[src/rtl/risc_isa_pkg.sv]
// Shared ISA constants for the multicycle RISC controller: major/minor opcode
// encodings and the step numbers that end each instruction class.
package risc_isa_pkg;

    localparam logic [4:0] OP_ALU       = 5'b00000;
    localparam logic [4:0] OP_LHI       = 5'b00001;
    localparam logic [4:0] OP_LLI       = 5'b00010;
    localparam logic [4:0] OP_LDRRI     = 5'b00011;
    localparam logic [4:0] OP_LDRRR     = 5'b00100;
    localparam logic [4:0] OP_STRRI     = 5'b00101;
    localparam logic [4:0] OP_STRRR_CMP = 5'b00110;
    localparam logic [4:0] OP_ADDI      = 5'b00111;
    localparam logic [4:0] OP_SUBI      = 5'b01000;
    localparam logic [4:0] OP_MOV       = 5'b01011;
    localparam logic [4:0] OP_JMP       = 5'b10000;
    localparam logic [4:0] OP_JALRL     = 5'b10001;
    localparam logic [4:0] OP_JALRR     = 5'b10010;
    localparam logic [4:0] OP_JR        = 5'b10011;
    localparam logic [4:0] OP_BCOND     = 5'b11000;
    localparam logic [4:0] OP_BAL       = 5'b11001;
    localparam logic [4:0] OP_SYS       = 5'b11100;

    localparam logic [1:0] SYS_OUTR = 2'b00;
    localparam logic [1:0] SYS_HLT  = 2'b01;
    localparam logic [1:0] CMP_L    = 2'b01;

    localparam logic [2:0] STEP_SHORT = 3'd2;
    localparam logic [2:0] STEP_MID   = 3'd3;
    localparam logic [2:0] STEP_LONG  = 3'd4;
    localparam logic [2:0] STEP_MAX   = 3'd7;

endpackage

[src/rtl/signal_done.sv]
// Halt decoder: Done is high only for SYS/HLT outside reset.
// Latency: combinational, zero cycles. Backpressure: none.
module signal_done
    import risc_isa_pkg::*;
(
    input  logic       Rst,
    input  logic [4:0] InsM,
    input  logic [1:0] InsL,
    output logic       Done
);

    // Unknown opcode bits make the condition false, so Done stays low.
    always_comb begin
        Done = 1'b0;
        if (!Rst && InsM == OP_SYS && InsL == SYS_HLT) begin
            Done = 1'b1;
        end
    end

endmodule

[src/rtl/signal_buff_pc.sv]
// Instruction step sequencer: owns Cnt, flags the final step (Buff_PC) and halt (Done).
// Latency: Buff_PC/Done combinational; Cnt updates each clk. Backpressure: none.
module signal_buff_pc
    import risc_isa_pkg::*;
(
    input  logic       clk,
    input  logic       Rst,
    input  logic [4:0] InsM,
    input  logic [1:0] InsL,
    output logic [2:0] Cnt,
    output logic       Buff_PC,
    output logic       Done
);

    logic [2:0] last_step;

    // Undefined (or unknown) encodings fall to default and behave as a NOP.
    always_comb begin
        last_step = STEP_SHORT;
        case (InsM)
            OP_LHI, OP_LLI, OP_MOV:        last_step = STEP_SHORT;
            OP_ALU, OP_ADDI, OP_SUBI:      last_step = STEP_MID;
            OP_STRRR_CMP, OP_STRRI:        last_step = STEP_MID;
            OP_LDRRI, OP_LDRRR:            last_step = STEP_LONG;
            OP_BCOND, OP_BAL:              last_step = STEP_SHORT;
            OP_JMP, OP_JR:                 last_step = STEP_SHORT;
            OP_JALRL, OP_JALRR:            last_step = STEP_MID;
            OP_SYS:                        last_step = STEP_SHORT;
            default:                       last_step = STEP_SHORT;
        endcase
    end

    // STEP_MAX term keeps the counter from wrapping when the opcode changes late.
    always_comb begin
        Buff_PC = 1'b0;
        if (!Rst && (Cnt == last_step || Cnt == STEP_MAX)) begin
            Buff_PC = 1'b1;
        end
    end

    always_ff @(posedge clk) begin
        if (Rst || Buff_PC) begin
            Cnt <= 3'd0;
        end else begin
            Cnt <= Cnt + 3'd1;
        end
    end

    signal_done u_signal_done (
        .Rst  (Rst),
        .InsM (InsM),
        .InsL (InsL),
        .Done (Done)
    );

endmodule

[config.mk]
export PLATFORM = sky130hd
export DESIGN_NAME = signal_buff_pc
export DESIGN_NICKNAME = d
export VERILOG_FILES = /design/src/rtl/risc_isa_pkg.sv /design/src/rtl/signal_done.sv /design/src/rtl/signal_buff_pc.sv
export SDC_FILE = /design/constraint.sdc
export NUM_CORES = 1
export LEC_CHECK = 0
export ABC_AREA = 1
export CORE_AREA = 8 8 45 47
export CTS_CLUSTER_SIZE = 30
export DETAILED_ROUTE_END_ITERATION = 10
export DIE_AREA = 0 0 53 55
export PLACE_DENSITY = 0.52
export SYNTH_ARGS = -nofsm -noshare
export SYNTH_HDL_FRONTEND = slang
export SYNTH_SLANG_ARGS = --single-unit
[constraint.sdc]
create_clock -name clk -period 1.6 [get_ports clk]
set_input_delay 0.32 -clock clk [delete_from_list [all_inputs] [get_ports clk]]
set_output_delay 0.32 -clock clk [all_outputs]
set_load 0.02 [all_outputs]
==> impl_metrics.py, run 1 <==
metrics = {
    "die": {
        "initial_core_util_pct": 24.77,
        "die_h_um": 55,
        "dieArea_um2": 2915,
        "ioPinCount": 14,
        "die_w_um": 53,
        "core_area_um2": 1384,
        "row_count": 14,
    },
    "hold_path": {
        "hold_class": "register to register",
        "min-delay-start": "Cnt[0]",
        "whs_endpoint": "Cnt[0]",
        "hold_depth": 2,
    },
    "timing": {
        "rsz0062_at_grt": "true",
        "finalCritPeriodShare_pct": 106.1,
        "worst_pin_slew_ps": 212.8,
        "final-setup-viol-count": 1,
        "max_freq_mhz": 589.2,
        "hold_viol_final": 0,
        "min_period_ps": 1697,
        "relSlewSlack_pct": 85.87,
        "worst_slack_ps": -97.19,
        "fin_tns_setup_ps": -97.19,
        "worst_clock_skew_ps": 1.484,
        "slew_viol_final": 0,
    },
    "final_layout": {
        "layout.nets": 99,
        "fin_util_pct": 49.46,
        "drive_gt1_share_pct": 46.99,
        "syn_to_final_growth_pct": 99.63,
        "largest_register_ffs": 3,
        "regMostFlops": "Cnt",
        "largest_registers": "Cnt: 3 flops",
        "nFillCells": 144,
        "n_antenna_cell": 0,
    },
    "synthesis": {
        "synth_seq_cells": 3,
        "syn_inst": 56,
        "ys_types": 13,
        "ys_seq_area_share_pct": 17.52,
        "synthesis.area_um2": 342.8,
        "avgSynthCellArea_um2": 6.122,
        "yosys_warnings": 0,
        "synth_fp_nets": 71,
    },
    "critical_path": {
        "r2r_cells": 5,
        "end_kind": "output port",
        "cp.required_ps": 1280,
        "rr_endpoint": "Cnt[1]",
        "critPathKind": "primary input to output port",
        "rrSetupSlack_ps": 500,
        "worstPathArrival_ps": 1380,
        "cp_max_fo": 2,
        "r2r-start": "Cnt[0]",
        "startpoint_type": "primary input",
    },
    "routing": {
        "first_pass_iters": 2,
        "wl_um": 977,
        "dr.first_iter.drc_count": 7,
        "drc": 0,
        "wl_per_cell_um": 9.869,
        "avgViaCountPerCell": 4.263,
        "antenna_left": 0,
        "vias": 422,
    },
    "cts": {
        "max-clock-path-buffers": 2,
        "clk_pin_slew_ps": 40,
        "clk_latency_ps": 230,
        "root_buffer": "clkbuf_4",
        "hold_buffers": 0,
        "htreeDepth": 1,
        "cts_tree": "yes",
        "clkSinkCount": 3,
        "cts_buffers": 3,
    },
    "grt": {
        "grt_max_degree": 5,
        "grt_first_pass_wirelength_um": 1600,
        "overflow": 0,
        "groute.usage.overall_pct": 7.428,
        "grt_pass1_vias": 411,
        "antenna_found_initial": 0,
    },
    "placement": {
        "gp_congestion": 0.7141,
        "dp_hpwl_um": 734.2,
        "placement.io_buffers": 13,
        "place_ws_ps": -1039,
    },
    "status": {
        "failed_checks": "setup timing",
        "status": "finished, violations left",
    },
    "pwr": {
        "vdd_drop_max_mv": 0.4637,
        "p_per_area_nw_per_um2": 618.5,
        "leakagePower_nw": 0.3415,
    },
    "flow_run": {
        "maxCapViolCount": 0,
    },
}
[worst max-delay path by stage]
stage                 start       to  slack [ps]
floorplan           InsM[0]  Buff_PC          10
global placement    InsM[0]  Buff_PC       -1040
detailed placement  InsM[1]  Buff_PC       -1040
CTS                 InsM[0]  Buff_PC        -120
global route        InsM[1]  Buff_PC        -190
finish              InsM[0]  Buff_PC        -100
[per-stage QoR]
stage	cells	power, W	cell area [um^2]	hold WS [ps]
floorplan	56	0.0001804	352.8	501.9
global placement	94	0.0002729	570.5	575.3
detailed placement	94	0.0002721	570.5	566.5
CTS	99	0.0004313	681.9	575.7
global route	99	0.0004587	684.4	598.6
finish	99	0.0004233	684.4	568.8
[metal layers]
metal	up-vias	GRT usage (%)	wire length (um)
met2	10	12.11	494
li1	225	-	-
met4	0	5.172	12
met1	183	7.587	392
met3	4	3.209	77
met5	-	0	0
[cells in the final DEF (no fill, tap or decap)]
master            n
nor2_4            1
a21oi_2           2
clkdlybuf4s50_1   3
clkbuf_1          1
buf_8             2
dlygate4sd2_1     3
inv_1            10
buf_2             1
ha_4              4
nand2_1          10
nor4_2            1
clkbuf_4          3
nand3_1           5
nand4_1           3
clkdlybuf4s15_2   2
buf_4             8
buf_6             3
nand2_2           4
ha_1              2
dfxtp_1           3
clkbuf_2          1
nand3_2           1
inv_6             1
nor2_1            4
inv_4             1
inv_2             4
[report_power, final]
| group | switching, W | internal (W) |
|---|---|---|
| clock network | 0.0000402 | 0.0000935 |
| registers | 0.0000104 | 0.0000870 |
| logic | 0.0000942 | 0.0000979 |
[critical path, cell delays in order]
cell and delay [ps]:
buf_8 100, buf_6 120, ha_4 150, inv_2 40, nand2_2 50, nand4_1 70
nand2_1 50, nor2_1 110, nand2_1 90, a21oi_2 140, buf_6 130
[cells in the mapped netlist]
master,count,area share (%)
dfxtp_1,3,18
nand2_1,14,15
nand4_1,3,5.5
a21oi_2,1,2.6
inv_2,1,1.1
nor2_1,4,4.4
ha_1,6,22
inv_1,15,16
a21oi_1,1,1.5
nand3_2,1,2.9
nand3_1,5,7.3
nor4_1,1,1.8
nor2_2,1,1.8
[repair_timing]
item                                    in CTS  in global routing
hold endpoints to repair                     0                  0
endpoints found under the setup margin       8                  1
gates resized for setup                     53                  5
buffers inserted                             1                  0
pin swaps                                   10                  1
[area by class of cell]
type	count	area, um^2	share of cell area, %
well taps	16	20.02	2.925
multi-input cells	37	297.8	43.51
repair buffers	23	212.7	31.08
flip-flops and latches	3	60.06	8.775
clock buffers	4	26.28	3.839
inverters	16	67.56	9.872
[cell families after synthesis]
kind of cell	after synthesis	share of synthesized area, %
simple gates	29	39.05
compound gates	2	4.014
fa+ha+maj	6	21.90
flops	3	17.52
buf+inv	16	17.52
Note: power is estimated with default switching activity, not from simulation.
==> inputs of run 2 (changes only) <==
--- a/config.mk
+++ b/config.mk
@@ -10,7 +10,8 @@
 export CTS_CLUSTER_SIZE = 30
 export DETAILED_ROUTE_END_ITERATION = 10
 export DIE_AREA = 0 0 53 55
-export PLACE_DENSITY = 0.52
+export PLACE_DENSITY = 0.6
+export RECOVER_POWER = 25
 export SYNTH_ARGS = -nofsm -noshare
 export SYNTH_HDL_FRONTEND = slang
 export SYNTH_SLANG_ARGS = --single-unit
==> run 2 against run 1 <==
Against the previous run:
- the flow still finishes with violations (setup timing)
- register-to-register slack gained 20 ps
- setup slack gained 37 ps
- via count shrank 0.47%
- wire length shrank 11%
- hold slack lost 100 ps
- count of clock-buffer cells in the layout is the same
- clock skew is essentially flat
- critical endpoint unchanged
- largest power group unchanged
==> impl_metrics.py, run 2 (synthesis gave the netlist of run 1 again) <==
metrics = {
    "die": {
        "ioPinCount": 14,
        "die_w_um": 53,
        "row_count": 14,
        "die_h_um": 55,
        "initial_core_util_pct": 24.77,
        "core_area_um2": 1384,
        "dieArea_um2": 2915,
    },
    "hold_path": {
        "hold_depth": 1,
        "hold_class": "register to register",
        "whs_endpoint": "Cnt[0]",
        "min-delay-start": "Cnt[0]",
    },
    "critical_path": {
        "r2r-start": "Cnt[2]",
        "rr_endpoint": "Cnt[0]",
        "r2r_cells": 8,
        "worstPathArrival_ps": 1340,
        "critical_path.max_stage_delay_ps": 140,
        "cp.required_ps": 1280,
        "rrSetupSlack_ps": 520,
        "end_kind": "output port",
        "cp_max_fo": 3,
        "startpoint_type": "primary input",
        "path_cells": "buf_8 > inv_6 > ha_4 > inv_1 > nand2_1 > nand3_1 > nand2_1 > nand2_1 > nor2_1 > nand2_2 > a21oi_2 > buf_6",
        "critPathMostFrequentCell": "nand2_1",
        "critPathKind": "primary input to output port",
        "cp_slowest_cell": "ha_4",
    },
    "status": {
        "failed_checks": "setup timing",
        "status": "finished, violations left",
    },
    "timing": {
        "relSlewSlack_pct": 85.33,
        "finalCritPeriodShare_pct": 103.7,
        "hold_slack_ps": 467.9,
        "worst_slack_ps": -59.71,
        "min_period_ps": 1660,
        "rsz0062_at_grt": "true",
        "fin_tns_setup_ps": -59.71,
        "hold_viol_final": 0,
        "slew_viol_final": 0,
        "worst_clock_skew_ps": 1.283,
        "max_freq_mhz": 602.5,
        "final-setup-viol-count": 1,
        "worst_pin_slew_ps": 220.9,
    },
    "pwr": {
        "leakagePower_nw": 0.3484,
        "vdd_drop_max_mv": 0.5320,
        "p_per_area_nw_per_um2": 605.5,
    },
    "final_layout": {
        "final_cell_mix": "inv_1, nand2_1, buf_4",
        "n_antenna_cell": 0,
        "syn_to_final_growth_pct": 102.6,
        "layout.nets": 100,
        "regMostFlops": "Cnt",
        "largest_register_ffs": 3,
        "final_area_um2": 694.4,
        "fin_util_pct": 50.18,
        "final_cells": 100,
        "largest_registers": "Cnt: 3 flops",
        "drive_gt1_share_pct": 46.43,
        "layout_commonest_cell": "inv_1",
    },
    "routing": {
        "dr.first_iter.drc_count": 5,
        "wl_um": 870,
        "antenna_left": 0,
        "drc": 0,
        "vias": 420,
        "first_pass_iters": 4,
        "avgViaCountPerCell": 4.200,
        "wl_per_cell_um": 8.700,
    },
    "cts": {
        "hold_buffers": 0,
        "clk_latency_ps": 220,
        "clkSinkCount": 3,
        "cts_buffers": 3,
        "root_buffer": "clkbuf_4",
        "max-clock-path-buffers": 2,
        "htreeDepth": 1,
        "clk_pin_slew_ps": 30,
        "cts_tree": "yes",
    },
    "flow_run": {
        "maxCapViolCount": 0,
    },
    "grt": {
        "overflow": 0,
        "met1_usage_pct": 6.808,
        "grt_use_met2_pct": 11.52,
        "groute.usage.overall_pct": 6.601,
        "grt-busiest-layer": "met2",
        "met3_usage_pct": 2.941,
        "grt_first_pass_wirelength_um": 1497,
        "grt_max_degree": 6,
        "grt_pass1_vias": 404,
        "antenna_found_initial": 0,
    },
    "placement": {
        "placed_cell_area_um2": 578.1,
        "placement.io_buffers": 13,
        "dp.cells": 95,
        "gp_congestion": 0.7133,
        "dp_hpwl_um": 681.5,
    },
}
-- run 2: final cells by class --
cell class / instances / area, um^2
timing repair buffer: 24 / 220.2
tap: 16 / 20.02
clock buffer: 4 / 26.28
fill: 143 / 689.4
sequential: 3 / 60.06
multi-input combinational: 37 / 297.8
inverter: 16 / 70.07
-- run 2: repair_timing --
item	in CTS	in global routing
pin swaps	11	8
resized for setup	53	6
setup buffers	0	1
hold endpoints to repair	0	0
setup endpoints to repair	8	1
-- run 2: worst max path at each step --
stage / from / to / slack (ps)
after floorplan: InsM[0] / Buff_PC / 10
after global placement: InsM[0] / Buff_PC / -980
after detailed placement: InsM[0] / Buff_PC / -990
after CTS: InsM[0] / Buff_PC / -100
after global routing: InsM[1] / Buff_PC / -160
final: InsM[0] / Buff_PC / -60
-- run 2: metal layers --
metal	vias up	wire, um
li1	228	-
met1	183	375
met2	9	423
met3	0	71
met4	0	0
met5	-	0
-- run 2: per-stage QoR --
step	setup WS (ps)	power (W)
2_1_floorplan	12.46	0.0001804
3_3_place_gp	-979.9	0.0002803
3_5_place_dp	-994.6	0.0002807
4_1_cts	-103.8	0.0004224
5_1_grt	-164.8	0.0004539
6_report	-59.71	0.0004205
-- run 2: power by group --
group | internal, W | switching, W | total (W) | leakage, nW
Sequential | 0.0000871 | 0.0000120 | 0.0000991 | 0.0247
Combinational | 0.000102 | 0.0000944 | 0.000196 | 0.309
Clock | 0.0000930 | 0.0000325 | 0.000126 | 0.0150
-- run 2: worst max-delay path, delay by kind of cell --
kind / cells / cell delay, ps
adders and majority gates: 1 / 140
and+or+nand+nor: 6 / 430
buffers and inverters: 4 / 330
AOI/OAI and AO/OA: 1 / 130
